$ cat src/rtl/decoder_pkg.sv
// decoder_pkg: shared opcode, funct7 and ALU constants plus the
// control FSM state encoding used by alu_op_decode and ctrl_fsm.
package decoder_pkg;

    localparam logic [6:0] RALU    = 7'b0110011;
    localparam logic [6:0] IALU    = 7'b0010011;
    localparam logic [6:0] ILOAD   = 7'b0000011;
    localparam logic [6:0] SSTORE  = 7'b0100011;

    localparam logic [6:0] F7_BASE = 7'b0000000;
    localparam logic [6:0] F7_ALT  = 7'b0100000;
    localparam logic [6:0] F7_MEXT = 7'b0000001;

    localparam logic [4:0] ALU_ADD = 5'd0;

    typedef enum logic [2:0] {
        DECODE,
        MEM_WAIT,
        LOAD_WB,
        MULDIV,
        TRAP
    } state_t;

endpackage

$ cat src/rtl/alu_op_decode.sv
// alu_op_decode: combinational opcode/funct3/funct7 decode.
// Ports: opcode, funct3, funct7 in; alu_op, shifti, imm, legal,
//        is_mem, is_store, is_mop out.
module alu_op_decode
    import decoder_pkg::*;
#(
    parameter int ALUOP_W = 5,
    parameter int EN_MEXT = 1
) (
    input  logic [6:0]         opcode,
    input  logic [2:0]         funct3,
    input  logic [6:0]         funct7,
    output logic [ALUOP_W-1:0] alu_op,
    output logic               shifti,
    output logic               imm,
    output logic               legal,
    output logic               is_mem,
    output logic               is_store,
    output logic               is_mop
);

    // Native 5-bit encoding {mext, funct3, alt}, resized to ALUOP_W.
    logic [4:0] op5;

    always_comb begin
        op5      = 5'd0;
        shifti   = 1'b0;
        imm      = 1'b0;
        legal    = 1'b0;
        is_mem   = 1'b0;
        is_store = 1'b0;
        is_mop   = 1'b0;
        case (opcode)
            RALU: begin
                if (funct7 == F7_BASE || funct7 == F7_ALT) begin
                    op5   = {1'b0, funct3, funct7[5]};
                    legal = 1'b1;
                end else if (EN_MEXT != 0 && funct7 == F7_MEXT) begin
                    op5    = {1'b1, funct3, 1'b0};
                    legal  = 1'b1;
                    is_mop = 1'b1;
                end
            end
            IALU: begin
                imm   = 1'b1;
                legal = 1'b1;
                // Only shifts use funct7[5] (srai vs srli); for the
                // other immediates those bits belong to the constant.
                if (funct3 == 3'b001 || funct3 == 3'b101) begin
                    op5    = {1'b0, funct3, funct7[5]};
                    shifti = 1'b1;
                end else begin
                    op5 = {1'b0, funct3, 1'b0};
                end
            end
            ILOAD: begin
                op5    = ALU_ADD;
                imm    = 1'b1;
                is_mem = 1'b1;
                legal  = (funct3 == 3'b000) || (funct3 == 3'b001) ||
                         (funct3 == 3'b010) || (funct3 == 3'b100) ||
                         (funct3 == 3'b101);
            end
            SSTORE: begin
                op5      = ALU_ADD;
                imm      = 1'b1;
                is_mem   = 1'b1;
                is_store = 1'b1;
                legal    = (funct3 == 3'b000) || (funct3 == 3'b001) ||
                           (funct3 == 3'b010);
            end
            default: begin
                legal = 1'b0;
            end
        endcase
    end

    assign alu_op = ALUOP_W'(op5);

endmodule

$ cat src/rtl/ctrl_fsm.sv
// ctrl_fsm: multi-cycle control unit (decode, load/store, M-ops, trap).
// Ports: clock, reset, instr_valid, opcode, funct3, funct7, mem_ready in;
//        AluOp, regw, incr, imm, shifti, memr, memw, memsize, wbsel,
//        busy, fault out.
module ctrl_fsm
    import decoder_pkg::*;
#(
    parameter int ALUOP_W     = 5,
    parameter int EN_MEXT     = 1,
    parameter int MULDIV_LAT  = 4,
    parameter int MEM_TIMEOUT = 16
) (
    input  logic               clock,
    input  logic               reset,
    input  logic               instr_valid,
    input  logic [6:0]         opcode,
    input  logic [2:0]         funct3,
    input  logic [6:0]         funct7,
    input  logic               mem_ready,
    output logic [ALUOP_W-1:0] AluOp,
    output logic               regw,
    output logic               incr,
    output logic               imm,
    output logic               shifti,
    output logic               memr,
    output logic               memw,
    output logic [2:0]         memsize,
    output logic               wbsel,
    output logic               busy,
    output logic               fault
);

    localparam logic [7:0] TO_LAST = 8'(MEM_TIMEOUT - 1);
    localparam logic [7:0] MD_INIT = 8'(MULDIV_LAT - 1);

    logic [ALUOP_W-1:0] d_aluop;
    logic               d_shifti;
    logic               d_imm;
    logic               d_legal;
    logic               d_mem;
    logic               d_store;
    logic               d_mop;

    state_t             state;
    logic [7:0]         cnt;
    logic               ld_q;
    logic [ALUOP_W-1:0] mop_q;
    logic [2:0]         size_q;

    alu_op_decode #(
        .ALUOP_W (ALUOP_W),
        .EN_MEXT (EN_MEXT)
    ) u_dec (
        .opcode   (opcode),
        .funct3   (funct3),
        .funct7   (funct7),
        .alu_op   (d_aluop),
        .shifti   (d_shifti),
        .imm      (d_imm),
        .legal    (d_legal),
        .is_mem   (d_mem),
        .is_store (d_store),
        .is_mop   (d_mop)
    );

    // One counter serves both the memory timeout (counts up)
    // and the M-op latency (counts down).
    always_ff @(posedge clock) begin
        if (reset) begin
            state  <= DECODE;
            cnt    <= 8'd0;
            ld_q   <= 1'b0;
            mop_q  <= '0;
            size_q <= 3'd0;
        end else begin
            case (state)
                DECODE: begin
                    if (instr_valid) begin
                        if (!d_legal) begin
                            state <= TRAP;
                        end else if (d_mem) begin
                            state  <= MEM_WAIT;
                            cnt    <= 8'd0;
                            ld_q   <= !d_store;
                            size_q <= funct3;
                        end else if (d_mop) begin
                            state <= MULDIV;
                            cnt   <= MD_INIT;
                            mop_q <= d_aluop;
                        end
                    end
                end
                MEM_WAIT: begin
                    cnt <= cnt + 8'd1;
                    if (mem_ready) begin
                        state <= ld_q ? LOAD_WB : DECODE;
                    end else if (cnt == TO_LAST) begin
                        state <= TRAP;
                    end
                end
                LOAD_WB: begin
                    state <= DECODE;
                end
                MULDIV: begin
                    if (cnt == 8'd0) begin
                        state <= DECODE;
                    end else begin
                        cnt <= cnt - 8'd1;
                    end
                end
                TRAP: begin
                    state <= TRAP;
                end
                default: begin
                    state <= TRAP;
                end
            endcase
        end
    end

    // Outputs depend on the live instruction in DECODE, and reset
    // must silence them in the same cycle, so they are combinational.
    always_comb begin
        AluOp   = '0;
        regw    = 1'b0;
        incr    = 1'b0;
        imm     = 1'b0;
        shifti  = 1'b0;
        memr    = 1'b0;
        memw    = 1'b0;
        memsize = 3'd0;
        wbsel   = 1'b0;
        busy    = 1'b0;
        fault   = 1'b0;
        if (!reset) begin
            case (state)
                DECODE: begin
                    if (instr_valid && d_legal) begin
                        AluOp  = d_aluop;
                        imm    = d_imm;
                        shifti = d_shifti;
                        if (d_mem) begin
                            memr    = !d_store;
                            memw    = d_store;
                            memsize = funct3;
                        end else if (!d_mop) begin
                            regw = 1'b1;
                            incr = 1'b1;
                        end
                    end
                end
                MEM_WAIT: begin
                    busy    = 1'b1;
                    AluOp   = ALUOP_W'(ALU_ADD);
                    imm     = 1'b1;
                    memr    = ld_q;
                    memw    = !ld_q;
                    memsize = size_q;
                    incr    = mem_ready && !ld_q;
                end
                LOAD_WB: begin
                    busy  = 1'b1;
                    regw  = 1'b1;
                    wbsel = 1'b1;
                    incr  = 1'b1;
                end
                MULDIV: begin
                    busy  = 1'b1;
                    AluOp = mop_q;
                    regw  = (cnt == 8'd0);
                    incr  = (cnt == 8'd0);
                end
                TRAP: begin
                    // busy still reflects "not in DECODE" here.
                    busy  = 1'b1;
                    fault = 1'b1;
                end
                default: begin
                    busy = 1'b1;
                end
            endcase
        end
    end

endmodule

$ cat config.mk
export PLATFORM = sky130hd
export DESIGN_NAME = ctrl_fsm
export DESIGN_NICKNAME = d
export VERILOG_FILES = /design/src/rtl/decoder_pkg.sv /design/src/rtl/alu_op_decode.sv /design/src/rtl/ctrl_fsm.sv
export SDC_FILE = /design/constraint.sdc
export NUM_CORES = 1
export LEC_CHECK = 0
export CORE_UTILIZATION = 50
export DETAILED_ROUTE_END_ITERATION = 6
export GPL_TIMING_DRIVEN = 0
export PLACE_DENSITY = 0.79
export RECOVER_POWER = 25
export SLEW_MARGIN = 5
export SYNTH_ARGS = -nofsm -noshare
export SYNTH_HDL_FRONTEND = slang
export SYNTH_SLANG_ARGS = --single-unit
$ cat constraint.sdc
create_clock -name clock -period 4.15 [get_ports clock]
set_input_delay 0.83 -clock clock [delete_from_list [all_inputs] [get_ports clock]]
set_output_delay 0.83 -clock clock [all_outputs]
set_load 0.02 [all_outputs]
; ---- Word level (Yosys, flattened, before mapping)
; Index checks and enable logic that the tools add are counted.
[op_classes]
muxes = 63
n_eq_ne = 22
n_reduce_logical = 21
addsub = 2
n_bitwise = 1
[ops]
columns = cell, count
row1 = $mux 8, 5
row2 = $mux 1, 32
row3 = $mux 3, 10
row4 = $pmux 8 s3, 1
row5 = $eq 7x6->1 const B, 3
row6 = $mux 5, 4
row7 = $pmux 5 s2, 2
row8 = $pmux 3 s4, 1
row9 = $reduce_and 5->1, 2
row10 = $eq 3x2->1 const B, 3
row11 = $eq 3x3->1 const B, 3
row12 = $add 8x1->8 const B, 1
row13 = $eq 8x4->1 const B, 1
row14 = $logic_not 8->1, 1
row15 = $ne 2x2->1 const B, 4
row16 = $pmux 1 s4, 2
row17 = $reduce_and 4->1, 2
row18 = $sub 8x1->8 const B, 1
row19 = $eq 7x1->1 const B, 1
row20 = $eq 7x2->1 const B, 1
row21 = $eq 7x5->1 const B, 1
row22 = $logic_not 7->1, 1
row23 = $eq 3x1->1 const B, 2
row24 = $logic_not 3->1, 2
row25 = 13 further kinds, 23
[totals]
input_bits = 21
reg_bits = 20
out_inout_bits = 17

; ---- Logic depth before layout (Yosys ltp)
; Gate-level depths: netlist of run 1.
[depth]
ltp_word = 10
depth_mapped = 10
mapped_depth_nobuf = 9

; ---- By module
; Synthesis of run 1 repeated with hierarchy kept, for this count alone.
[unflattened]
hier_cells = 222
hier_area_um2 = 1670.4
[modules_own_cells]
columns = mod, cells_each, area_per_inst_um2, seq_area_each_um2, instances
row1 = ctrl_fsm, 195, 1485.2, 400.4, 1
row2 = alu_op_decode, 27, 185.2, 0.0, 1

; ---- Least setup slack after synthesis of run 1
; Ideal clock, no wire load.
[synth_timing]
kind = in2out
startpoint = input port funct7[3]
endpoint = output port regw
required_ns = 3.320
path_buffers = 1
arrival_time_ns = 3.260
path_slack_ns = 0.060
stages = 6
cell_sequence = or4_4 -> o31ai_2 -> and3_1 -> buf_2 -> a21oi_1 -> a2111oi_0
[synth_via]
elab_chain_len = 9
elab_cells_between_ends = 15
cone_classes = eq/ne (2) / mux (10) / reduce/logical (3)
[synth_lines]
columns = element, line
row1 = start: declaration, ctrl_fsm.sv:18  ; input logic [6:0] funct7,
row2 = $eq 7x1->1 (tied with other cells), alu_op_decode.sv:38  ; end else if (EN_MEXT != 0 && funct7 == F7_MEXT) begin
row3 = $mux 1 or $logic_or 1x1->1 (tied branches), "alu_op_decode.sv:38, alu_op_decode.sv:35"
row4 = $mux 1, alu_op_decode.sv:35  ; if (funct7 == F7_BASE || funct7 == F7_ALT) begin
row5 = $mux 1, alu_op_decode.sv:33  ; case (opcode)
row6 = $mux 1, ctrl_fsm.sv:146  ; end else if (!d_mop) begin
row7 = $mux 1, ctrl_fsm.sv:142  ; if (d_mem) begin
row8 = $mux 1 *, ctrl_fsm.sv:138  ; if (instr_valid && d_legal) begin
row9 = $pmux 1 s3 *, ctrl_fsm.sv:136  ; case (state)
row10 = $mux 1 *, ctrl_fsm.sv:135  ; if (!reset) begin
row11 = end: declaration, ctrl_fsm.sv:21  ; output logic regw,
; Every way passes the cells marked *; elsewhere a longest branch is shown, timed or not.

; ---- Worst setup path in the final report of run 1
[layout_timing]
startpoint = input port funct7[3]
endpoint = output port shifti
[layout_via]
elab_chain_len = 8
elab_cells_between_ends = 11
cone_classes = eq/ne (2) / mux (6) / reduce/logical (3)
[layout_lines]
columns = element, line
row1 = $eq 7x1->1 (tied with other cells), alu_op_decode.sv:38
row2 = $mux 1 or $logic_or 1x1->1 (tied branches), "alu_op_decode.sv:38, alu_op_decode.sv:35"
row3 = $mux 1 *, alu_op_decode.sv:35
row4 = $pmux 1 s4 *, alu_op_decode.sv:33
row5 = $logic_and 1x1->1 *, ctrl_fsm.sv:138
row6 = $mux 1 *, ctrl_fsm.sv:138
row7 = $mux 1 *, ctrl_fsm.sv:136
row8 = $mux 1 *, ctrl_fsm.sv:135
row9 = end: declaration, ctrl_fsm.sv:24  ; output logic shifti,
; Marked as above.

==> reports/summary.txt, run 1 <==
Layout Nets - 289
cell family with the largest share of critical-path delay - simple AND/OR/NAND/NOR gates
area grow syn2layout - 27.0%
Worst slew margin - 0.605
clk sinks - 20
min cycle time layout - 4.06 ns
cells along the critical path - clkdlybuf4s50_1 > or4_4 > o31ai_4 > and3_2 > and4_1 > clkdlybuf4s50_1
Mapped Nets - 250
drt first pass iters - 4
most common cell after layout, fill and taps aside - clkdlybuf4s50_1
post-synthesis mux area share - 0.0356
status - complete, no violations
hold_buf cts - 0
n_diodes - 0
crit path DAT - 3.23 ns
Routed WL per cell - 15.2 um
mapped cell area - 1690 sq um
drt total wl - 4.61 mm
clock slew at reported path FFs - 0.12 ns
unrepaired setup endpoints after global routing - no
largest net degree at the start of global routing - 13
Post-synth EDFFs - 0
post-synthesis adder-cell area fraction - 0.0563
XOR/XNOR Fraction of Synth Area - 0.00519
Crit path top cell by count - clkdlybuf4s50_1
FF+latch count, synth - 20
GPL Wtd Cong - 0.893
Core Box Area - 3130 sq um
Required @ worst endpoint - 3.32 ns
sequential area share after synthesis - 0.237
GRT Overall Usage - 0.270
Clock Latency Late Sink - 0.31 ns
Iteration-0 DRC Markers - 115
pre-CTS setup slack - -0.436 ns
gate count of the mapped netlist - 222
most frequent cells in the layout - 26 x clkdlybuf4s50_1, 25 x nor2_1, 20 x dfxtp_1, 13 x a21oi_1, 12 x nand2_1
CP max-delay cell - clkdlybuf4s50_1
Final Cycle Share - 0.977
Ports - 38
Final WS setup - 0.0947 ns
max_cap viols - 0
detailed placement HPWL - 3.60 mm
Power Total - 0.000388 W
Vias - 1862
Synth Area in Compound Gates - 0.297
YS warnings - 0
Die ar. - 3610 sq um
Port Buffer Count - 36
main combinational cell family by area after synthesis - simple AND/OR/NAND/NOR gates
distinct cell type count after synthesis - 51
global-route wire length before repair - 7.44 mm
Fillers - 283
Initial Util - 0.540
Post-Synth Simple-Gate Area - 0.305
worst-path fanout max - 6
Async SR Flop Fraction - 0
Setup violations, final - 0
Bufs on Longest Clock Path - 2
initial antenna violation count - 0
CP Launch Type - primary input
Avg Inst Size Synth - 7.60 sq um
Max Slew Vio Count - 0
Critical Path Sink Type - primary output
die span in x - 60.1 um
Pwr Density - 181 nW/um^2
CTS root buffer - clkbuf_4
chip height - 60.1 um
TritonCTS clock tree - done
fmax - 247 MHz
Num CTS Buffers - 3
Main synth FF type - dfxtp_1
antenna-violating nets left - 0
min-delay worst type - reg2reg
CP Class - in2out
Slew @ Worst Pin - 0.587 ns
maximum vdd ir drop - 0.000121 V
via/cell ratio - 6.13
DRC viols - 0
setup bufs post-CTS - 0
Largest stage delay, worst path - 0.60 ns
Clock Skew - 0.00164 ns
htree depth - 1
grt ovf - 0
share of layout cells above drive strength 1 - 0.0885
Row Count - 20
vias in the first global route - 1667
final hold viol count - 0
LEAKAGE - 0.822 nW
Worst Path Buf+Inv - 2
## cells by family (layout without fill, tap and decap cells)
family                   count (synthesis)  after routing
AO/OA/AOI/OAI                           68             68
buffers and inverters                   26             64
adder cells (fa/ha/maj)                  7              7
flip-flops                              20             20
multiplexers                             6              6
XOR/XNOR                                 1              1
AND/OR/NAND/NOR                         94             94
## flip-flops by register name, indices dropped and copies added, names as in the netlist
| name | flops |
|---|---|
| cnt | 8 |
| mop_q | 5 |
| size_q | 3 |
| state | 3 |
| ld_q | 1 |
## path summary, 6_finish.rpt
path	start	endpoint	slack (ns)	depth (start not counted)
worst min register to register	mop_q[2]	mop_q[2]	0.49	2
worst max-delay path	funct7[3]	shifti	0.09	6
worst min-delay path	mop_q[2]	mop_q[2]	0.49	2
worst max register to register	state[0]	cnt[7]	0.85	10
## metal layers
metal	vias up	wire (um)	global-route usage
met2	73	2050	0.414
met4	0	22	0.0664
li1	920	-	-
met1	867	2290	0.384
met3	2	253	0.0476
met5	-	0	0
## worst min-delay path: stages (launching register included)
cell and delay, ns:
dfxtp_1 0.33, o21ai_0 0.07, a21oi_1 0.06
## synth_stat cells (all sizes together) (6+ instances only)
master | count | area, sq um
a211oi | 6 | 45.0
a21oi | 13 | 65.1
nand3 | 10 | 50.1
dfxtp | 20 | 400
o31ai | 9 | 86.3
nor3 | 9 | 45.0
a22oi | 8 | 60.1
inv | 11 | 41.3
clkbuf | 12 | 45.0
nand2 | 12 | 45.0
and3 | 7 | 43.8
mux2i | 6 | 60.1
nor2 | 26 | 100
o21ai | 9 | 45.0
ha | 6 | 75.1
## area by class of cell
cell class,count,area (sq um),area share
inverter,11,41.3,0.0193
tap,44,55.1,0.0257
multi-input combinational,176,1200,0.562
clock buffer,4,36.3,0.0169
buffer,13,58.8,0.0274
sequential,20,400,0.187
timing repair buffer,36,348,0.162
## stage by stage
stage,TNS (ns),utilization,area [sq um],instances,hold WS (ns)
2_1_floorplan,0,-,1690,222,0.437
3_3_place_gp,-1.40,0.672,2100,302,0.453
3_5_place_dp,-1.68,0.672,2100,302,0.457
4_1_cts,0,0.682,2130,304,0.489
5_1_grt,0,0.685,2140,304,0.499
6_report,0,0.685,2140,304,0.490
## where the power goes
group	switching [W]	total, W	internal, W	leakage, nW
Sequential	0.000000982	0.000194	0.000193	0.161
Clock	0.0000661	0.000120	0.0000536	0.0210
Combinational	0.0000433	0.0000743	0.0000310	0.639
Total	0.000110	0.000388	0.000278	0.822
## what timing repair did
item	4_1_cts	5_1_grt
pin swaps	0	1
resized for setup	12	10
endpoints found under the hold margin	0	0
endpoints found under the setup margin	14	8
No activity file was read; power rests on OpenSTA's default activity.
==> inputs of run 2 (changes only) <==
--- a/config.mk
+++ b/config.mk
@@ -5,6 +5,7 @@
 export SDC_FILE = /design/constraint.sdc
 export NUM_CORES = 1
 export LEC_CHECK = 0
+export CORE_MARGIN = 8
 export CORE_UTILIZATION = 50
 export DETAILED_ROUTE_END_ITERATION = 6
 export GPL_TIMING_DRIVEN = 0
==> reports/summary.txt, run 2 (same netlist as run 1, synthesis figures left out) <==
Crit path top cell by count - clkdlybuf4s50_1 (unchanged)
hold_buf cts - 0 (unchanged)
htree depth - 1 (unchanged)
Max Slew Vio Count - 0 (unchanged)
share of layout cells above drive strength 1 - 0.0846 (was 0.0885)
vias in the first global route - 1667 (unchanged)
min-delay worst type - reg2reg (unchanged)
Hold Path Depth - 2 (unchanged)
clk sinks - 20 (unchanged)
CP max-delay cell - clkdlybuf4s50_1 (unchanged)
LEAKAGE - 0.855 nW (was 0.822 nW)
area grow syn2layout - 27.7% (was 27.0%)
Initial Util - 0.514 (was 0.540)
CP Launch Type - primary input (unchanged)
Core Box Area - 3280 sq um (was 3130 sq um)
CTS resizes - 12 (unchanged)
Final WS setup - 0.0959 ns (was 0.0947 ns)
global-route wire length before repair - 7.61 mm (was 7.44 mm)
Required @ worst endpoint - 3.32 ns (about the same)
Critical Path Sink Type - primary output (unchanged)
largest registers - cnt (8), mop_q (5) (unchanged)
largest net degree at the start of global routing - 13 (unchanged)
worst-path fanout max - 6 (unchanged)
Top reg by flops - cnt (unchanged)
Vias - 1855 (was 1862)
unrepaired setup endpoints after global routing - no (unchanged)
Slew @ Worst Pin - 0.609 ns (was 0.587 ns)
Largest stage delay, worst path - 0.60 ns (about the same)
grt ovf - 0 (unchanged)
TritonCTS clock tree - done (unchanged)
min cycle time layout - 4.05 ns (was 4.06 ns)
Port Buffer Count - 36 (unchanged)
Setup violations, final - 0 (unchanged)
design area - 2150 sq um (was 2140 sq um)
Placed Area - 2110 sq um (was 2100 sq um)
worst reg2reg setup slack - 0.86 ns (was 0.85 ns)
antenna-violating nets left - 0 (unchanged)
FF-to-FF path depth - 10 (unchanged)
Num CTS Buffers - 3 (unchanged)
CP Class - in2out (unchanged)
GPL Wtd Cong - 0.873 (was 0.893)
Clock Skew - 0.00918 ns (was 0.00164 ns)
Row Count - 21 (was 20)
chip height - 74.1 um (was 60.1 um)
Layout Nets - 289 (unchanged)
maximum vdd ir drop - 0.000188 V (was 0.000121 V)
most frequent cells in the layout - 25 x nor2_1, 25 x clkdlybuf4s50_1, 20 x dfxtp_1, 13 x a21oi_1, 12 x nand2_1 (was 26 x clkdlybuf4s50_1, 25 x nor2_1, 20 x dfxtp_1, 13 x a21oi_1, 12 x nand2_1)
Clock Latency Late Sink - 0.32 ns (was 0.31 ns)
Bufs on Longest Clock Path - 2 (unchanged)
Worst slew margin - 0.591 (was 0.605)
status - complete, no violations (unchanged)
pre-CTS setup slack - -0.435 ns (was -0.436 ns)
Fillers - 293 (was 283)
drt total wl - 4.85 mm (was 4.61 mm)
Pwr Density - 180 nW/um^2 (was 181 nW/um^2)
die span in x - 74.1 um (was 60.1 um)
initial antenna violation count - 0 (unchanged)
Ports - 38 (unchanged)
min-delay src - mop_q[4] (was mop_q[2])
cell family with the largest share of critical-path delay - simple AND/OR/NAND/NOR gates (unchanged)
Worst Path Buf+Inv - 2 (unchanged)
r2r startpoint - state[0] (unchanged)
max reg flops - 8 (unchanged)
Iteration-0 DRC Markers - 171 (was 115)
CTS root buffer - clkbuf_4 (unchanged)
Die ar. - 5490 sq um (was 3610 sq um)
crit path DAT - 3.22 ns (was 3.23 ns)
cells along the critical path - clkdlybuf4s50_1 > or4_4 > o31ai_4 > and3_2 > and4_1 > clkdlybuf4s50_1 (unchanged)
DRC viols - 0 (unchanged)
detailed placement HPWL - 3.71 mm (was 3.60 mm)
max_cap viols - 0 (unchanged)
drt first pass iters - 5 (was 4)
GRT Overall Usage - 0.173 (was 0.270)
final hold viol count - 0 (unchanged)
fmax - 247 MHz (about the same)
clock slew at reported path FFs - 0.11 ns (was 0.12 ns)
Routed WL per cell - 15.8 um (was 15.2 um)
via/cell ratio - 6.06 (was 6.13)
Final Cycle Share - 0.977 (about the same)
n_diodes - 0 (unchanged)
Worst R2R End - cnt[7] (unchanged)
hold endpoint - mop_q[4] (was mop_q[2])
setup bufs post-CTS - 0 (unchanged)
==> run 2: report_power, final <==
group | internal, W | switching [W]
clock network | 0.0000537 | 0.0000657
logic | 0.0000308 | 0.0000437
registers | 0.000193 | 0.00000101
total | 0.000278 | 0.000110
==> run 2: final cells by class <==
type | instances | area [sq um] | area share
plain buffers | 13 | 58.8 | 0.0273
clock buffers | 4 | 36.3 | 0.0168
inverters | 11 | 41.3 | 0.0192
multi-input cells | 176 | 1210 | 0.560
flip-flops and latches | 20 | 400 | 0.186
well taps | 46 | 57.6 | 0.0267
repair buffers | 36 | 354 | 0.164
==> run 2: metrics by stage <==
| step | setup TNS (ns) | std cells | hold WS (ns) | total power, W | utilization |
|---|---|---|---|---|---|
| 4_1_cts | 0 | 306 | 0.489 | 0.000388 | 0.653 |
| 3_3_place_gp | -1.37 | 304 | 0.459 | 0.000270 | 0.641 |
| 6_report | 0 | 306 | 0.482 | 0.000388 | 0.656 |
| 3_5_place_dp | -2.00 | 304 | 0.462 | 0.000270 | 0.641 |
| 5_1_grt | 0 | 306 | 0.511 | 0.000400 | 0.656 |
| 2_1_floorplan | 0 | 222 | 0.437 | 0.000234 | - |
==> run 2: worst min-delay path: cells and delay by family (launching register included) <==
kind,cells,cell delay [ns]
AOI/OAI and AO/OA,1,0.04
DFF,1,0.34
and+or+nand+nor,1,0.07
==> run 2: layer usage <==
metal  track usage  share of wire  up-vias
met1         0.252           0.49      847
met2         0.249           0.42       88
met3        0.0404          0.080        2
met4        0.0310         0.0060        0
li1              -              -      918
met5             0              0        -
==> run 2: worst max-delay path by stage <==
stage	start	endpoint	slack [ns]	depth (start not counted)
finish	funct7[3]	shifti	0.1	6
global route	funct7[3]	shifti	0.03	6
CTS	funct7[3]	AluOp[3]	0.01	8
detailed placement	funct7[3]	regw	-0.43	8
global placement	funct7[3]	regw	-0.41	8
floorplan	funct7[3]	regw	0.06	6
